[src/rtl/mc_control_fsm_pkg.sv]
// mc_ctrl_pkg: shared constants and types for the multi-cycle control unit.
// Holds opcode/func codes, ALU function encodings, mux-select encodings,
// the FSM state enum and the decoded instruction-class enum.
package mc_ctrl_pkg;

  // Primary opcodes (inst[WORD_SIZE-1 -: 4])
  localparam logic [3:0] OP_BNE = 4'd0;
  localparam logic [3:0] OP_BEQ = 4'd1;
  localparam logic [3:0] OP_BGZ = 4'd2;
  localparam logic [3:0] OP_BLZ = 4'd3;
  localparam logic [3:0] OP_ADI = 4'd4;
  localparam logic [3:0] OP_ORI = 4'd5;
  localparam logic [3:0] OP_LHI = 4'd6;
  localparam logic [3:0] OP_LWD = 4'd7;
  localparam logic [3:0] OP_SWD = 4'd8;
  localparam logic [3:0] OP_JMP = 4'd9;
  localparam logic [3:0] OP_JAL = 4'd10;
  localparam logic [3:0] OP_ALU = 4'd15;

  // Special func codes under OP_ALU (func values below 8 are ALU ops)
  localparam logic [5:0] FN_JPR = 6'd25;
  localparam logic [5:0] FN_JRL = 6'd26;
  localparam logic [5:0] FN_WWD = 6'd28;
  localparam logic [5:0] FN_HLT = 6'd29;
  localparam logic [5:0] FN_ALU_LIMIT = 6'd8;

  // ALU function encodings, identical to func[2:0] of R-type ALU ops
  localparam logic [2:0] ALU_ADD = 3'd0;
  localparam logic [2:0] ALU_SUB = 3'd1;
  localparam logic [2:0] ALU_AND = 3'd2;
  localparam logic [2:0] ALU_ORR = 3'd3;
  localparam logic [2:0] ALU_NOT = 3'd4;
  localparam logic [2:0] ALU_TCP = 3'd5;
  localparam logic [2:0] ALU_SHL = 3'd6;
  localparam logic [2:0] ALU_SHR = 3'd7;

  // Register-file destination select
  localparam logic [1:0] RD_RT = 2'd0;
  localparam logic [1:0] RD_RD = 2'd1;
  localparam logic [1:0] RD_R2 = 2'd2;

  // ALU operand-B select
  localparam logic [1:0] SB_B    = 2'd0;
  localparam logic [1:0] SB_ONE  = 2'd1;
  localparam logic [1:0] SB_IMM  = 2'd2;
  localparam logic [1:0] SB_ZERO = 2'd3;

  typedef enum logic [2:0] {
    S_IF,
    S_ID,
    S_EX,
    S_MEM,
    S_WB,
    S_HALT
  } state_t;

  typedef enum logic [3:0] {
    CLS_RALU,
    CLS_ADI,
    CLS_ORI,
    CLS_LHI,
    CLS_LWD,
    CLS_SWD,
    CLS_BRANCH,
    CLS_JMP,
    CLS_JAL,
    CLS_JPR,
    CLS_JRL,
    CLS_WWD,
    CLS_HLT,
    CLS_UNDEF
  } inst_class_t;

  // Classes that need the EX stage; everything else finishes in ID.
  function automatic logic classUsesEx(input inst_class_t cls);
    case (cls)
      CLS_RALU, CLS_ADI, CLS_ORI, CLS_LHI,
      CLS_LWD, CLS_SWD, CLS_BRANCH: classUsesEx = 1'b1;
      default:                      classUsesEx = 1'b0;
    endcase
  endfunction

endpackage

[src/rtl/mc_control_fsm_if.sv]
// mc_control_fsm_if: instruction/ALU inputs, memory handshake and datapath
// strobes between the control unit (master) and the datapath/memory (slave).
interface mc_control_fsm_if #(
  parameter int WORD_SIZE = 16
) ();

  logic [WORD_SIZE-1:0] inst;
  logic [WORD_SIZE-1:0] bcond;
  logic                 mem_ready;
  logic                 mem_req;
  logic                 pc_write;
  logic                 ir_write;
  logic                 iord;
  logic                 mem_read;
  logic                 mem_write;
  logic                 pc_src;
  logic                 j_src;
  logic                 reg_write;
  logic                 mem_to_reg;
  logic                 alu_src_a;
  logic                 is_lhi;
  logic                 set_wwd;
  logic [1:0]           reg_dest;
  logic [1:0]           alu_src_b;
  logic [2:0]           alu_op;

  modport master (
    input  inst, bcond, mem_ready,
    output mem_req, pc_write, ir_write, iord, mem_read, mem_write, pc_src,
           j_src, reg_write, mem_to_reg, alu_src_a, is_lhi, set_wwd,
           reg_dest, alu_src_b, alu_op
  );

  modport slave (
    output inst, bcond, mem_ready,
    input  mem_req, pc_write, ir_write, iord, mem_read, mem_write, pc_src,
           j_src, reg_write, mem_to_reg, alu_src_a, is_lhi, set_wwd,
           reg_dest, alu_src_b, alu_op
  );

endinterface

[src/rtl/mc_control_fsm_decode.sv]
// mc_ctrl_decode: purely combinational instruction decode. Maps opcode/func
// to an instruction class and evaluates the branch condition on bcond.
module mc_ctrl_decode
  import mc_ctrl_pkg::*;
#(
  parameter int WORD_SIZE = 16
) (
  input  logic [WORD_SIZE-1:0] inst_i,
  input  logic [WORD_SIZE-1:0] bcond_i,
  output inst_class_t          instClass_o,
  output logic                 branchTaken_o,
  output logic                 branchZeroB_o,
  output logic [2:0]           aluFunc_o
);

  logic [3:0] opcode;
  logic [5:0] func;
  logic       bcondZero;
  logic       bcondNeg;
  logic       unusedInstBits;

  assign opcode         = inst_i[WORD_SIZE-1 -: 4];
  assign func           = inst_i[5:0];
  assign aluFunc_o      = func[2:0];
  assign bcondZero      = (bcond_i == '0);
  assign bcondNeg       = bcond_i[WORD_SIZE-1];
  assign branchZeroB_o  = (opcode == OP_BGZ) || (opcode == OP_BLZ);
  assign unusedInstBits = ^inst_i[WORD_SIZE-5:6];

  // Classify the instruction; unknown opcodes and funcs fall into CLS_UNDEF
  always_comb begin
    instClass_o = CLS_UNDEF;
    case (opcode)
      OP_BNE, OP_BEQ, OP_BGZ, OP_BLZ: instClass_o = CLS_BRANCH;
      OP_ADI: instClass_o = CLS_ADI;
      OP_ORI: instClass_o = CLS_ORI;
      OP_LHI: instClass_o = CLS_LHI;
      OP_LWD: instClass_o = CLS_LWD;
      OP_SWD: instClass_o = CLS_SWD;
      OP_JMP: instClass_o = CLS_JMP;
      OP_JAL: instClass_o = CLS_JAL;
      OP_ALU: begin
        if (func < FN_ALU_LIMIT) begin
          instClass_o = CLS_RALU;
        end else begin
          case (func)
            FN_JPR:  instClass_o = CLS_JPR;
            FN_JRL:  instClass_o = CLS_JRL;
            FN_WWD:  instClass_o = CLS_WWD;
            FN_HLT:  instClass_o = CLS_HLT;
            default: instClass_o = CLS_UNDEF;
          endcase
        end
      end
      default: instClass_o = CLS_UNDEF;
    endcase
  end

  // Branch decision with bcond treated as a signed value
  always_comb begin
    branchTaken_o = 1'b0;
    case (opcode)
      OP_BNE:  branchTaken_o = !bcondZero;
      OP_BEQ:  branchTaken_o = bcondZero;
      OP_BGZ:  branchTaken_o = !bcondNeg && !bcondZero;
      OP_BLZ:  branchTaken_o = bcondNeg;
      default: branchTaken_o = 1'b0;
    endcase
  end

endmodule

[src/rtl/mc_control_fsm.sv]
// mc_control_fsm: multi-cycle IF/ID/EX/MEM/WB controller with a memory
// request/ready handshake, a sticky HALT state and a retired-instruction
// counter. Defining CTRL_CYCLE_COUNT_EN adds cycle_count_o, a free-running
// count of non-HALT cycles.
module mc_control_fsm
  import mc_ctrl_pkg::*;
#(
  parameter int WORD_SIZE = 16,
  parameter int COUNT_W   = 16
) (
  input  logic               clk,
  input  logic               reset_n,
  mc_control_fsm_if.master   bus,
  output logic [COUNT_W-1:0] num_inst_o,
  output logic               is_halted_o
`ifdef CTRL_CYCLE_COUNT_EN
  ,
  output logic [COUNT_W-1:0] cycle_count_o
`endif
);

  state_t             state_q;
  state_t             state_d;
  logic               retire_d;
  logic [COUNT_W-1:0] numInst_q;
`ifdef CTRL_CYCLE_COUNT_EN
  logic [COUNT_W-1:0] cycleCount_q;
`endif

  inst_class_t instClass;
  logic        branchTaken;
  logic        branchZeroB;
  logic [2:0]  aluFunc;

  mc_ctrl_decode #(
    .WORD_SIZE(WORD_SIZE)
  ) u_decode (
    .inst_i       (bus.inst),
    .bcond_i      (bus.bcond),
    .instClass_o  (instClass),
    .branchTaken_o(branchTaken),
    .branchZeroB_o(branchZeroB),
    .aluFunc_o    (aluFunc)
  );

  assign num_inst_o  = numInst_q;
  assign is_halted_o = (state_q == S_HALT);
`ifdef CTRL_CYCLE_COUNT_EN
  assign cycle_count_o = cycleCount_q;
`endif

  // Next state and retirement; memory states wait for mem_ready
  always_comb begin
    state_d  = state_q;
    retire_d = 1'b0;
    case (state_q)
      S_IF: begin
        if (bus.mem_ready) state_d = S_ID;
      end
      S_ID: begin
        if (instClass == CLS_HLT) begin
          state_d  = S_HALT;
          retire_d = 1'b1;
        end else if (classUsesEx(instClass)) begin
          state_d = S_EX;
        end else begin
          state_d  = S_IF;
          retire_d = 1'b1;
        end
      end
      S_EX: begin
        if (instClass == CLS_BRANCH) begin
          state_d  = S_IF;
          retire_d = 1'b1;
        end else if (instClass == CLS_LWD || instClass == CLS_SWD) begin
          state_d = S_MEM;
        end else begin
          state_d = S_WB;
        end
      end
      S_MEM: begin
        if (bus.mem_ready) begin
          if (instClass == CLS_LWD) begin
            state_d = S_WB;
          end else begin
            state_d  = S_IF;
            retire_d = 1'b1;
          end
        end
      end
      S_WB: begin
        state_d  = S_IF;
        retire_d = 1'b1;
      end
      S_HALT:  state_d = S_HALT;
      default: state_d = S_IF;
    endcase
  end

  // State register and counters; reset abandons any in-flight access
  always_ff @(posedge clk) begin
    if (!reset_n) begin
      state_q   <= S_IF;
      numInst_q <= '0;
`ifdef CTRL_CYCLE_COUNT_EN
      cycleCount_q <= '0;
`endif
    end else begin
      state_q <= state_d;
      if (retire_d) numInst_q <= numInst_q + 1'b1;
`ifdef CTRL_CYCLE_COUNT_EN
      if (state_q != S_HALT) cycleCount_q <= cycleCount_q + 1'b1;
`endif
    end
  end

  // Datapath strobes from current state and decode; all quiet during reset
  always_comb begin
    bus.mem_req    = 1'b0;
    bus.pc_write   = 1'b0;
    bus.ir_write   = 1'b0;
    bus.iord       = 1'b0;
    bus.mem_read   = 1'b0;
    bus.mem_write  = 1'b0;
    bus.pc_src     = 1'b0;
    bus.j_src      = 1'b0;
    bus.reg_write  = 1'b0;
    bus.mem_to_reg = 1'b0;
    bus.alu_src_a  = 1'b0;
    bus.is_lhi     = 1'b0;
    bus.set_wwd    = 1'b0;
    bus.reg_dest   = RD_RT;
    bus.alu_src_b  = SB_B;
    bus.alu_op     = ALU_ADD;
    if (reset_n) begin
      case (state_q)
        S_IF: begin
          bus.mem_req   = 1'b1;
          bus.mem_read  = 1'b1;
          bus.alu_src_b = SB_ONE;
          if (bus.mem_ready) begin
            bus.ir_write = 1'b1;
            bus.pc_write = 1'b1;
          end
        end
        S_ID: begin
          bus.alu_src_b = SB_IMM;
          case (instClass)
            CLS_JMP: begin
              bus.pc_write = 1'b1;
              bus.pc_src   = 1'b1;
            end
            CLS_JAL: begin
              bus.pc_write  = 1'b1;
              bus.pc_src    = 1'b1;
              bus.reg_write = 1'b1;
              bus.reg_dest  = RD_R2;
            end
            CLS_JPR: begin
              bus.pc_write = 1'b1;
              bus.pc_src   = 1'b1;
              bus.j_src    = 1'b1;
            end
            CLS_JRL: begin
              bus.pc_write  = 1'b1;
              bus.pc_src    = 1'b1;
              bus.j_src     = 1'b1;
              bus.reg_write = 1'b1;
              bus.reg_dest  = RD_R2;
            end
            CLS_WWD: bus.set_wwd = 1'b1;
            default: ;
          endcase
        end
        S_EX: begin
          bus.alu_src_a = 1'b1;
          case (instClass)
            CLS_RALU: begin
              bus.alu_op    = aluFunc;
              bus.alu_src_b = SB_B;
            end
            CLS_ADI, CLS_LWD, CLS_SWD: begin
              bus.alu_op    = ALU_ADD;
              bus.alu_src_b = SB_IMM;
            end
            CLS_ORI: begin
              bus.alu_op    = ALU_ORR;
              bus.alu_src_b = SB_IMM;
            end
            CLS_LHI: begin
              bus.is_lhi    = 1'b1;
              bus.alu_src_b = SB_IMM;
            end
            CLS_BRANCH: begin
              bus.alu_op    = ALU_SUB;
              bus.alu_src_b = branchZeroB ? SB_ZERO : SB_B;
              bus.pc_write  = branchTaken;
            end
            default: ;
          endcase
        end
        S_MEM: begin
          bus.mem_req   = 1'b1;
          bus.iord      = 1'b1;
          bus.mem_read  = (instClass == CLS_LWD);
          bus.mem_write = (instClass == CLS_SWD);
        end
        S_WB: begin
          bus.reg_write  = 1'b1;
          bus.mem_to_reg = (instClass == CLS_LWD);
          bus.reg_dest   = (instClass == CLS_RALU) ? RD_RD : RD_RT;
        end
        default: ;
      endcase
    end
  end

endmodule

[src/flat_wrapper.sv]
// flat-port wrapper written by rule: the top's interface ports become plain ports
module mc_control_fsm_flat import mc_ctrl_pkg::*;
#(
  parameter int WORD_SIZE = 16,
  parameter int COUNT_W   = 16
)
  (clk, reset_n, num_inst_o, is_halted_o, bus_inst, bus_bcond, bus_mem_ready, bus_mem_req, bus_pc_write, bus_ir_write, bus_iord, bus_mem_read, bus_mem_write, bus_pc_src, bus_j_src, bus_reg_write, bus_mem_to_reg, bus_alu_src_a, bus_is_lhi, bus_set_wwd, bus_reg_dest, bus_alu_src_b, bus_alu_op);
  mc_control_fsm_if #(.WORD_SIZE(WORD_SIZE)) bus_i ();
  input  logic clk;
  input  logic reset_n;
  output logic [COUNT_W-1:0] num_inst_o;
  output logic is_halted_o;
  input wire logic [$bits(bus_i.inst)-1:0] bus_inst;
  input wire logic [$bits(bus_i.bcond)-1:0] bus_bcond;
  input wire logic [$bits(bus_i.mem_ready)-1:0] bus_mem_ready;
  output wire logic [$bits(bus_i.mem_req)-1:0] bus_mem_req;
  output wire logic [$bits(bus_i.pc_write)-1:0] bus_pc_write;
  output wire logic [$bits(bus_i.ir_write)-1:0] bus_ir_write;
  output wire logic [$bits(bus_i.iord)-1:0] bus_iord;
  output wire logic [$bits(bus_i.mem_read)-1:0] bus_mem_read;
  output wire logic [$bits(bus_i.mem_write)-1:0] bus_mem_write;
  output wire logic [$bits(bus_i.pc_src)-1:0] bus_pc_src;
  output wire logic [$bits(bus_i.j_src)-1:0] bus_j_src;
  output wire logic [$bits(bus_i.reg_write)-1:0] bus_reg_write;
  output wire logic [$bits(bus_i.mem_to_reg)-1:0] bus_mem_to_reg;
  output wire logic [$bits(bus_i.alu_src_a)-1:0] bus_alu_src_a;
  output wire logic [$bits(bus_i.is_lhi)-1:0] bus_is_lhi;
  output wire logic [$bits(bus_i.set_wwd)-1:0] bus_set_wwd;
  output wire logic [$bits(bus_i.reg_dest)-1:0] bus_reg_dest;
  output wire logic [$bits(bus_i.alu_src_b)-1:0] bus_alu_src_b;
  output wire logic [$bits(bus_i.alu_op)-1:0] bus_alu_op;
  assign bus_i.inst = bus_inst;
  assign bus_i.bcond = bus_bcond;
  assign bus_i.mem_ready = bus_mem_ready;
  assign bus_mem_req = bus_i.mem_req;
  assign bus_pc_write = bus_i.pc_write;
  assign bus_ir_write = bus_i.ir_write;
  assign bus_iord = bus_i.iord;
  assign bus_mem_read = bus_i.mem_read;
  assign bus_mem_write = bus_i.mem_write;
  assign bus_pc_src = bus_i.pc_src;
  assign bus_j_src = bus_i.j_src;
  assign bus_reg_write = bus_i.reg_write;
  assign bus_mem_to_reg = bus_i.mem_to_reg;
  assign bus_alu_src_a = bus_i.alu_src_a;
  assign bus_is_lhi = bus_i.is_lhi;
  assign bus_set_wwd = bus_i.set_wwd;
  assign bus_reg_dest = bus_i.reg_dest;
  assign bus_alu_src_b = bus_i.alu_src_b;
  assign bus_alu_op = bus_i.alu_op;
  mc_control_fsm #(.WORD_SIZE(WORD_SIZE), .COUNT_W(COUNT_W)) u_core (.clk(clk), .reset_n(reset_n), .bus(bus_i), .num_inst_o(num_inst_o), .is_halted_o(is_halted_o));
endmodule
[config.mk]
export PLATFORM = sky130hd
export DESIGN_NAME = mc_control_fsm_flat
export DESIGN_NICKNAME = d
export VERILOG_FILES = /design/src/rtl/mc_control_fsm_pkg.sv /design/src/rtl/mc_control_fsm_if.sv /design/src/rtl/mc_control_fsm_decode.sv /design/src/rtl/mc_control_fsm.sv /design/src/flat_wrapper.sv
export SDC_FILE = /design/constraint.sdc
export NUM_CORES = 1
export LEC_CHECK = 0
export CORE_ASPECT_RATIO = 1.2
export CORE_MARGIN = 8
export CORE_UTILIZATION = 35
export CTS_CLUSTER_DIAMETER = 30
export DETAILED_ROUTE_END_ITERATION = 6
export GPL_ROUTABILITY_DRIVEN = 0
export GPL_TIMING_DRIVEN = 0
export PLACE_DENSITY = 0.77
export SLEW_MARGIN = 20
export SYNTH_ARGS = -nofsm -noshare
export SYNTH_HDL_FRONTEND = slang
export SYNTH_SLANG_ARGS = --single-unit
[constraint.sdc]
create_clock -name clk -period 2.4 [get_ports clk]
set_input_delay 0.24 -clock clk [delete_from_list [all_inputs] [get_ports clk]]
set_output_delay 0.24 -clock clk [all_outputs]
set_load 0.03 [all_outputs]
# ---- After elaboration in Yosys (flattened, before gate mapping)
# Cells that the tools add are included.
dict set report word_totals {
  output_inout_bits 37
  ff_bits 19
  word_cells 120
}
dict set report classes {
  eq_ne 34
  addsub 1
  n_reduce_logical 17
  order_cmp 1
  n_mux 65
}
# op count
set ops {}
lappend ops {{$mux 1} 39}
lappend ops {{$eq 4x4->1 const B} 9}
lappend ops {{$pmux 4 s9} 1}
lappend ops {{$eq 4x3->1 const B} 8}
lappend ops {{$eq 6x5->1 const B} 4}
lappend ops {{$mux 3} 8}
lappend ops {{$add 16x1->16 const B} 1}
lappend ops {{$eq 4x2->1 const B} 4}
lappend ops {{$logic_not 16->1} 1}
lappend ops {{$pmux 3 s5} 1}
lappend ops {{$pmux 3 s4} 1}
lappend ops {{$mux 2} 5}
lappend ops {{$pmux 3 s3} 1}
lappend ops {{$eq 4x1->1 const B} 2}
lappend ops {{$logic_not 4->1} 2}
lappend ops {{$pmux 1 s4} 2}
lappend ops {{$pmux 2 s2} 2}
lappend ops {{$reduce_or 4->1} 2}
lappend ops {{$reduce_or 7->1} 1}
lappend ops {{$eq 3x2->1 const B} 2}
lappend ops {{$eq 3x3->1 const B} 2}
lappend ops {{$lt 6x4->1 const B} 1}
lappend ops {{$pmux 2 s3} 1}
lappend ops {{$reduce_or 2->1} 3}
lappend ops {{11 further kinds} 15}

# ---- Longest topological paths before layout
# Gate-level depths: netlist of the first run.
dict set report logic_depth {
  ltp_word 12
  depth_mapped 8
  mapped_depth_nobuf 6
}

# ---- Modules after synthesis
# A second synthesis of the first run with hierarchy kept.
dict set report unflattened {
  cells_unflattened 281
  area_unflattened_um2 1988.2
}
# module seq_area_each_um2 area_per_inst_um2 instances cells_per_inst
set by_module_without_submodules {}
lappend by_module_without_submodules {mc_control_fsm 380.4 1656.6 1 234}
lappend by_module_without_submodules {mc_ctrl_decode 0.0 331.6 1 47}

# ---- Least setup slack after synthesis of the first run
# No wires, ideal clock.
dict set report synth_timing {
  path_kind {register to output}
  startpoint {register u_core.state_q[2]}
  endpoint {output port bus_alu_src_b[1]}
  n_path_buf 1
  path_stages_with_launch 7
  setup_slack_ns 0.089
  t_arrival_ns 2.071
  cell_sequence {dfxtp_1 > or4b_1 > a21oi_2 > o211ai_2 > buf_6 > or2_2 > a31oi_1}
}
dict set report synth_via {
  elab_chain_len 3
}
# element line_no
set synth_lines {}
lappend synth_lines {{start: declaration} mc_control_fsm.sv:22} ;# state_t state_q;
lappend synth_lines {{start signal: assignment} mc_control_fsm.sv:109} ;# state_q <= state_d;
lappend synth_lines {{$eq 3x2->1 (tied with other cells)} mc_control_fsm.sv:136} ;# case (state_q)
lappend synth_lines {{$pmux 2 s3 (*)} mc_control_fsm.sv:136}
lappend synth_lines {{$mux 2 (*)} mc_control_fsm.sv:135} ;# if (reset_n) begin
lappend synth_lines {{end: declaration} flat_wrapper.sv:30} ;# output wire logic [$bits(bus_i.alu_src_b)-1:0] bus_alu_src_b;
# Mark *: on every way between the ends. The rest lies on a longest branch, timed or not.

# ---- Worst setup path after layout of the first run
dict set report layout_timing {
  startpoint {input port bus_inst[14]}
  endpoint {output port bus_reg_dest[1]}
}
dict set report layout_via {
  elab_chain_len 8
}
# element line_no
set layout_lines {}
lappend layout_lines {{start: declaration} flat_wrapper.sv:13} ;# input wire logic [$bits(bus_i.inst)-1:0] bus_inst;
lappend layout_lines {{$eq 4x2->1 (tied with other cells)} mc_control_fsm_decode.sv:33} ;# case (opcode)
lappend layout_lines {{$reduce_or 4->1} mc_control_fsm_decode.sv:33}
lappend layout_lines {{$pmux 4 s9 (*)} mc_control_fsm_decode.sv:33}
lappend layout_lines {{$eq 4x4->1} mc_control_fsm.sv:148} ;# case (instClass)
lappend layout_lines {{$reduce_or 2->1 (no source line) (*)} n/a}
lappend layout_lines {{$mux 2 (*)} mc_control_fsm.sv:148}
lappend layout_lines {{$pmux 2 s2 (*)} mc_control_fsm.sv:136}
lappend layout_lines {{$mux 2 (*)} mc_control_fsm.sv:135}
lappend layout_lines {{end: declaration} flat_wrapper.sv:29} ;# output wire logic [$bits(bus_i.reg_dest)-1:0] bus_reg_dest;
# Marked as above.

==> qor.txt, run 1 <==
hold crit path type: reg -> reg
worst path arrival time: 2.10 ns
startpoint types: input pin
maximum vdd ir drop: 0.0003445 V
Vias/cell: 5.480
Post-synth EDFFs: 0
first-pass GRT wire length: 9.108 mm
Die Height: 91.57 microns
initial antenna violation count: 0
Rows: 27
Distinct cells, synth: 53
number of global-route vias before repair: 1990
Die Area: 7231 sq um
largest net degree at the start of global routing: 12
pwr dens: 331.9 nW/um^2
first drt pass iteration count: 4
Non-Filler Instances: 352
status: complete, no violations
most frequent cells in the layout: clkdlybuf4s50_1, nor2_1, nand2_1
Core Region: 4594 sq um
Inserted Diodes: 0
worst-margin pin slew: 0.4586 ns
placed insts: 346
gr ovfl total: 0
CP max FO: 10
top_reg_cell synth: dfxtp_1
post-route cell area: 2491 sq um
syn avg cell area: 7.435 sq um
Die X: 78.97 microns
Hold Vio Cnt, Final: 0
Logic pwr share: 33.5%
clock root cell: clkbuf_8
achievable frequency: 427.1 MHz
Reg power frac: 39.5%
cts hold-fix bufs: 0
Worst Path Required: 2.16 ns
clock power share: 26.9%
starting density of the core: 36.25%
Layout area overhead: 49.59%
io pins: 72
min setup slack post-route: 0.05869 ns
Post-DP Area: 2379 sq um
clk_lat worst skew: 0.25 ns
cell count after synthesis: 224
Util after Layout: 54.22%
period utilisation layout: 97.55%
final slew viol count: 0
gr usage total: 14.92%
sequential-to-total area share from yosys stat: 22.84%
worst clock skew: 0.002990 ns
DRT Wirelength: 5.564 mm
Sink Count: 19
Final ANT Viol Nets: 0
Rel. slew slack: 69.19%
CTS buffer count: 3
Crit Path Category: in -> out
post-DP HPWL: 4.129 mm
Yosys reg bits: 19
synth warn: 0
Setup WS pre-CTS: -0.8757 ns
DR DRC count: 0
TritonCTS clock tree: done
Net Sw Frac: 33.02%
average wire per standard cell: 15.81 microns
layout cell share with drive strength beyond 1: 22.79%
layout net count: 331
IO buf count: 64
max-cap violations: 0
Overall Power: 0.8268 mW
Pleak: 0.8870 nW
Max clock buf depth: 2
Via Count: 1929
net switching power: 0.2730 mW
CTS clk-pin slew, worst paths: 0.07 ns
Final setup viols: 0
FFs w/ async S/R, synth: 0%
initial DRC count: 103
Synth Net Count: 260
Tmin final: 2.341 ns
Syn Std Cell Area: 1665 sq um
flop-to-flop setup slack: 0.28 ns
commonest non-fill, non-tap cell in the layout: clkdlybuf4s50_1
H-tree depth: 1
CP Capture Type: output pin
Power Internal: 0.5538 mW
==> power groups by stage <==
stage | Combinational, mW | Sequential [mW] | Clock, mW
after floorplan | 0.145 | 0.337 | 0
after global placement | 0.257 | 0.333 | 0
after detailed placement | 0.260 | 0.333 | 0
after CTS | 0.268 | 0.327 | 0.228
after global routing | 0.300 | 0.328 | 0.240
final | 0.277 | 0.327 | 0.223
==> path summary, 6_finish.rpt <==
kind	from	end	depth (start not counted)
setup / recovery	bus_inst[14]	bus_reg_dest[1]	8
hold / removal	u_core.num_inst_o[8]	u_core.num_inst_o[8]	2
setup reg to reg	u_core.num_inst_o[3]	u_core.num_inst_o[14]	6
hold reg to reg	u_core.num_inst_o[8]	u_core.num_inst_o[8]	2
==> routing by layer <==
layer | GRT usage, % | up-vias | share of wire, %
li1 | - | 951 | -
met1 | 17.13 | 895 | 42
met2 | 25.74 | 71 | 49
met4 | 5.882 | 0 | 2.0
met3 | 3.353 | 12 | 6.2
met5 | 0 | - | 0
==> what timing repair did <==
item                                    CTS  global route
resized for setup                        91            26
cloned                                    0             0
pin swaps                                 6             1
endpoints found under the setup margin   16            15
setup buffers                             3             0
==> worst max-delay path, stage by stage <==
cell and delay (ns):
dlygate4sd2_1 0.31, buf_2 0.22, nor2b_1 0.17, a21oi_1 0.14, nand2_1 0.10, or4_4 0.52
nor2_1 0.10, clkdlybuf4s15_2 0.30
==> Yosys cell counts (3+ instances only) <==
master     instances  share of area, %
nor3_1             3              0.90
clkbuf_1           8               1.8
nand4_1            4               1.5
o211a_1            3               1.8
nor2b_1            5               1.9
nand2b_1           9               3.4
nor4_1             5               1.9
nor2_1            29               6.5
and2_1             4               1.5
inv_1              8               1.8
nand2_1           19               4.3
buf_2              3              0.90
xnor2_1           11               5.8
dfxtp_1           19                23
or4_1              3               1.4
mux2i_1            3               1.8
nand3_1           10               3.0
nor3b_1            4               1.8
o21ai_0           10               3.0
or2_2              4               1.5
a2111oi_2          3               2.7
or3b_2             3               1.6
a21oi_1           16               4.8
==> flip-flops by register name (all words and copies together), names as in the netlist <==
register,flops
u_core.num_inst_o,16
u_core.state_q,3
==> kinds of logic (layout without fill, tap and decap cells) <==
group | Yosys count | count (layout) | synth area share, %
AO/OA/AOI/OAI | 54 | 54 | 25.62
XOR/XNOR | 12 | 12 | 6.311
adder cells (fa/ha/maj) | 1 | 1 | 0.7512
buffers and inverters | 21 | 91 | 5.635
flip-flops | 19 | 19 | 22.84
multiplexers | 3 | 3 | 1.803
AND/OR/NAND/NOR | 114 | 114 | 37.04
==> metrics by stage <==
step	hold WS, ns	TNS (ns)
2_1_floorplan	0.3384	0
3_3_place_gp	0.4934	-9.881
3_5_place_dp	0.5001	-10.33
4_1_cts	0.5122	0
5_1_grt	0.5367	-0.05016
6_report	0.5128	0
==> cell type report <==
| type | count | area (sq um) |
|---|---|---|
| Inverter | 8 | 30.03 |
| Clock inverter | 1 | 5.005 |
| Buffer | 12 | 62.56 |
| Sequential cell | 19 | 384.1 |
| Fill cell | 455 | 2103 |
| Multi-Input combinational cell | 184 | 1290 |
| Timing Repair Buffer | 67 | 605.6 |
| Clock buffer | 3 | 41.29 |
| Tap cell | 58 | 72.57 |
Note: power is estimated with default switching activity, not from simulation.
==> run 2: changes to the inputs <==
- CORE_MARGIN: 8 -> 10
- CORE_UTILIZATION: 35 -> 38
- PLACE_DENSITY: 0.77 -> 0.82
==> run 2 against run 1 <==
Effect of this change:
- sequential power barely moved
- setup slack improved by 0.041 ns
- first-iteration DRC count rose by 14%
- critical path depth did not move
==> qor.txt, run 2 (same netlist as run 1, synthesis figures left out) <==
status: complete, no violations
commonest non-fill, non-tap cell in the layout: clkdlybuf4s50_1
FF+latch area: 382.9 sq um (-0.33%)
Final setup viols: 0 (unchanged)
placed insts: 344 (-0.58%)
CP Capture Type: output pin
startpoint types: input pin
DR DRC count: 0 (unchanged)
first-pass GRT wire length: 8.818 mm (-3.2%)
cts hold-fix bufs: 0 (unchanged)
worst path arrival time: 2.06 ns (-0.04 ns)
Worst Path Required: 2.16 ns (about the same)
CP max FO: 7 (-3)
Rel. slew slack: 68.00% (-1.2 points)
period utilisation layout: 95.87% (-1.7 points)
io pins: 72 (unchanged)
number of global-route vias before repair: 1892 (-4.9%)
gr usage total: 14.06% (-0.85 points)
Hold Vio Cnt, Final: 0 (unchanged)
post-DP HPWL: 4.278 mm (+3.6%)
Die Area: 7441 sq um (+2.9%)
clock root cell: clkbuf_8
Largest register FFs: 16 (unchanged)
hold crit path type: reg -> reg
Util after Layout: 59.37% (+5.1 points)
FILL cells: 409 (-10%)
maximum vdd ir drop: 0.0002785 V (-19%)
Die Height: 92.52 microns (+1.0%)
Final ANT Viol Nets: 0 (unchanged)
worst-margin pin slew: 0.4763 ns (+0.01768 ns)
most frequent cells in the layout: clkdlybuf4s50_1, nor2_1, nand2_1
Non-Filler Instances: 350 (-0.57%)
starting density of the core: 39.08% (+2.8 points)
worst clock skew: 0.007492 ns (+0.004502 ns)
final slew viol count: 0 (unchanged)
hold path depth: 2 (unchanged)
DRT Wirelength: 5.581 mm (+0.31%)
max-cap violations: 0 (unchanged)
Rows: 26 (-3.7%)
initial antenna violation count: 0 (unchanged)
area of the multi-input gates: 1308 sq um (+1.4%)
layout net count: 331 (unchanged)
Pleak: 0.9011 nW (+1.6%)
largest net degree at the start of global routing: 12 (unchanged)
Layout area overhead: 51.92%
Tmin final: 2.301 ns (-0.04054 ns)
Sink Count: 19 (unchanged)
CTS buffer count: 3 (unchanged)
Inserted Diodes: 0 (unchanged)
Crit Path Category: in -> out
pwr dens: 330.3 nW/um^2 (-0.49%)
H-tree depth: 1 (unchanged)
Vias/cell: 5.503 (+0.42%)
first drt pass iteration count: 4 (unchanged)
Die X: 80.43 microns (+1.8%)
Via Count: 1926 (-0.16%)
achievable frequency: 434.6 MHz (+1.8%)
gr ovfl total: 0 (unchanged)
Core Region: 4262 sq um (-7.2%)
R2R depth: 6 (unchanged)
TritonCTS clock tree: done
clk_lat worst skew: 0.26 ns (about the same)
IO buf count: 64 (unchanged)
Max clock buf depth: 2 (unchanged)
CTS clk-pin slew, worst paths: 0.07 ns (about the same)
layout cell share with drive strength beyond 1: 22.11% (-0.68 points)
initial DRC count: 117 (+14%)
average wire per standard cell: 15.95 microns (+0.88%)
==> run 2: layout make-up <==
| class | count | share of cell area, % |
|---|---|---|
| Tap cell | 56 | 2.770 |
| Buffer | 11 | 2.572 |
| Sequential cell | 19 | 15.13 |
| Timing Repair Buffer | 68 | 24.83 |
| Clock inverter | 1 | 0.1978 |
| Inverter | 8 | 1.187 |
| Clock buffer | 3 | 1.632 |
| Multi-Input combinational cell | 184 | 51.68 |
==> run 2: critical path, stage by stage <==
cell and delay (ns):
dlygate4sd2_1 0.27, nand4b_1 0.22, or4_1 0.54, nand2_4 0.13
nand2_1 0.12, a32oi_2 0.27, a21oi_2 0.11, buf_6 0.15
==> run 2: metal layers <==
layer  share of wire (%)  track usage [%]  up-vias
li1                    -                -      955
met1                  42            15.92      914
met2                  51            25.13       50
met3                 5.8            3.482        7
met4                 1.2            3.676        0
met5                   0                0        -
==> run 2: power by group <==
| part | internal (mW) | leakage [nW] | switching [mW] |
|---|---|---|---|
| clock | 0.116 | 0.0255 | 0.109 |
| combinational | 0.123 | 0.721 | 0.161 |
| sequential | 0.321 | 0.154 | 0.00587 |
==> run 2: final timing paths <==
path,slack (ns),to,from
hold reg to reg,0.51,u_core.num_inst_o[14],u_core.num_inst_o[14]
hold / removal,0.51,u_core.num_inst_o[14],u_core.num_inst_o[14]
setup / recovery,0.1,bus_pc_write,bus_inst[5]
setup reg to reg,0.27,u_core.num_inst_o[14],u_core.num_inst_o[3]
==> run 2: metrics by stage <==
step | hold slack (ns) | worst slack [ns] | total power [mW] | cell area (sq um) | setup TNS, ns
floorplan | 0.3384 | 0.08890 | 0.4823 | 1665 | 0
global placement | 0.4891 | -0.8530 | 0.5900 | 2376 | -9.606
detailed placement | 0.5000 | -0.8269 | 0.5938 | 2376 | -10.08
CTS | 0.5123 | 0.003388 | 0.8301 | 2520 | 0
global route | 0.5269 | -0.006084 | 0.8725 | 2530 | -0.006084
finish | 0.5138 | 0.09923 | 0.8356 | 2530 | 0
==> run 2: timing repair <==
item | CTS | global route
buffers inserted | 4 | 0
endpoints found under the setup margin | 16 | 19
resized for setup | 88 | 37
pin swaps | 7 | 2
==> run 3: changes to the inputs <==
--- a/config.mk
+++ b/config.mk
@@ -11,7 +11,8 @@
 export CTS_CLUSTER_DIAMETER = 30
 export DETAILED_ROUTE_END_ITERATION = 6
+export DONT_BUFFER_PORTS = 1
 export GPL_ROUTABILITY_DRIVEN = 0
 export GPL_TIMING_DRIVEN = 0
-export PLACE_DENSITY = 0.82
+export PLACE_DENSITY = 0.61
 export SLEW_MARGIN = 20
 export SYNTH_ARGS = -nofsm -noshare
==> constraint.sdc (replaced) <==
create_clock -name clk -period 2.4 [get_ports clk]
set_input_delay 0.24 -clock clk [delete_from_list [all_inputs] [get_ports clk]]
set_output_delay 0.24 -clock clk [all_outputs]
set_load 0.02 [all_outputs]
==> run 3 against run 2 <==
Effect of this change:
- cell area down 27%
- clock-buffer cell count up 1
- fmax down 2.7%
- sequential power about the same
- hold slack worse by 0.42 ns
- clock skew down 0.0019 ns
- setup slack worse by 0.064 ns
==> qor.txt, run 3 (same netlist as run 1, synthesis figures left out) <==
status: complete, no violations
initial DRC count: 45 (-62%)
Final ANT Viol Nets: 0 (unchanged)
Sink Count: 19 (unchanged)
TritonCTS clock tree: done
DR DRC count: 0 (unchanged)
clock root cell: clkbuf_8
RSZ-0062 raised after global routing: yes
Die X: 80.43 microns (unchanged)
gr usage total: 12.94% (-1.1 points)
Final setup viols: 0 (unchanged)
Logic pwr share: 24.2% (-9.8 points)
Crit Path Category: reg -> out
Core Region: 4262 sq um (unchanged)
worst clock skew: 0.005642 ns (-0.001850 ns)
Layout area overhead: 10.29%
Die Height: 92.52 microns (unchanged)
net switching power: 0.2352 mW (-15%)
largest net degree at the start of global routing: 11 (-1)
most frequent cells in the layout: nor2_1, nand2_1, dfxtp_1
layout cell share with drive strength beyond 1: 14.78% (-7.3 points)
Vias/cell: 5.755 (+4.6%)
DRT Wirelength: 5.085 mm (-8.9%)
Reg power frac: 44.9% (+5.7 points)
FILL cells: 450 (+10%)
Reg-to-Reg Start: u_core.num_inst_o[3]
Worst Path Required: 2.16 ns (about the same)
Rows: 26 (unchanged)
worst-margin pin slew: 0.7192 ns (+0.2429 ns)
final slew viol count: 0 (unchanged)
CP Capture Type: output pin
pwr dens: 400.1 nW/um^2 (+21%)
Util after Layout: 43.10% (-16 points)
Power Internal: 0.4996 mW (-11%)
CTS buffer count: 3 (unchanged)
Hold Vio Cnt, Final: 0 (unchanged)
post-DP HPWL: 4.057 mm (-5.2%)
H-tree depth: 1 (unchanged)
max-cap violations: 0 (unchanged)
hold crit path type: in -> reg
area of the multi-input gates: 1231 sq um (-5.8%)
clock power share: 30.9% (+4.1 points)
number of global-route vias before repair: 1610 (-15%)
Tmin final: 2.365 ns (+0.06401 ns)
maximum vdd ir drop: 0.0002610 V (-6.3%)
average wire per standard cell: 17.78 microns (+12%)
startpoint types: flop
Rel. slew slack: 51.55% (-16 points)
CTS clk-pin slew, worst paths: 0.07 ns (about the same)
period utilisation layout: 98.53% (+2.7 points)
commonest non-fill, non-tap cell in the layout: nor2_1
Via Count: 1646 (-15%)
clk_lat worst skew: 0.26 ns (about the same)
io pins: 72 (unchanged)
Die Area: 7441 sq um (unchanged)
Overall Power: 0.7348 mW (-12%)
CP max FO: 4 (-3)
worst path arrival time: 2.12 ns (+0.06 ns)
crit path launch: u_core.state_q[0]
starting density of the core: 39.08% (unchanged)
initial antenna violation count: 0 (unchanged)
Net Sw Frac: 32.01% (-0.98 points)
cts hold-fix bufs: 0 (unchanged)
Largest register FFs: 16 (unchanged)
hold_sp: bus_mem_ready
IO buf count: 0 (-100%)
Pleak: 0.5776 nW (-36%)
gr ovfl total: 0 (unchanged)
Inserted Diodes: 0 (unchanged)
Max clock buf depth: 2 (unchanged)
FF+latch area: 380.4 sq um (-0.65%)
layout net count: 267 (-19%)
first-pass GRT wire length: 7.935 mm (-10%)
first drt pass iteration count: 4 (unchanged)
achievable frequency: 422.9 MHz (-2.7%)
==> run 3: cell types whose count changed in the layout (fill, tap and decap cells not counted), moves of 3 or more <==
cell,delta
clkbuf_1,+5
clkdlybuf4s50_1,-40
clkbuf_2,-6
buf_6,-3
dlygate4sd2_1,-7
buf_4,-6
==> run 3: path summary, 6_finish.rpt <==
| path | slack [ns] | cells past startpoint | end |
|---|---|---|---|
| worst max register to register | 0.13 | 6 | u_core.num_inst_o[14] |
| worst min register to register | 0.61 | 2 | u_core.num_inst_o[8] |
| worst min-delay path | 0.09 | 1 | u_core.state_q[0] |
| worst max-delay path | 0.04 | 4 | bus_reg_write |
==> run 3: metal layers <==
| metal | global-route usage (%) | vias to the layer above | wire [microns] |
|---|---|---|---|
| li1 | - | 824 | - |
| met1 | 14.43 | 767 | 2071 |
| met2 | 22.01 | 50 | 2428 |
| met3 | 5.416 | 5 | 540 |
| met4 | 3.088 | 0 | 44 |
| met5 | 0 | - | 0 |
==> run 3: final cells by class <==
type,count,area share [%]
Timing Repair Buffer,2,0.8174
Clock buffer,4,2.452
Buffer,13,3.542
Tap cell,56,3.815
Multi-Input combinational cell,184,67.03
Inverter,8,1.635
Sequential cell,19,20.71
==> run 3: power by group through the flow <==
| stage | Combinational (mW) | Clock, mW | Sequential, mW |
|---|---|---|---|
| CTS | 0.177 | 0.231 | 0.330 |
| detailed placement | 0.168 | 0 | 0.337 |
| global placement | 0.167 | 0 | 0.337 |
| global route | 0.198 | 0.247 | 0.330 |
| floorplan | 0.136 | 0 | 0.335 |
| finish | 0.178 | 0.227 | 0.330 |
==> run 3: critical path: stages (launching register included) <==
cell	delay, ns
dfxtp_1	0.36
nor2b_1	0.30
nand2_1	0.10
or4_1	0.50
o21ai_0	0.62
==> run 3: metrics by stage <==
stage	instances	setup slack [ns]	hold WS (ns)	TNS, ns	instance area (sq um)
2_1_floorplan	224	0.2330	0.3384	0	1665
3_3_place_gp	280	0.03966	0.3631	0	1735
3_5_place_dp	280	0.05153	0.3646	0	1735
4_1_cts	285	0.01115	0.09050	0	1824
5_1_grt	286	-0.09579	0.08402	-0.2074	1837
6_report	286	0.03523	0.09289	0	1837
==> run 3: timing repair <==
| action | CTS | global route |
|---|---|---|
| pin swaps | 1 | 1 |
| setup endpoints to repair | 3 | 6 |
| buffers inserted | 1 | 1 |
| gates resized for setup | 7 | 1 |
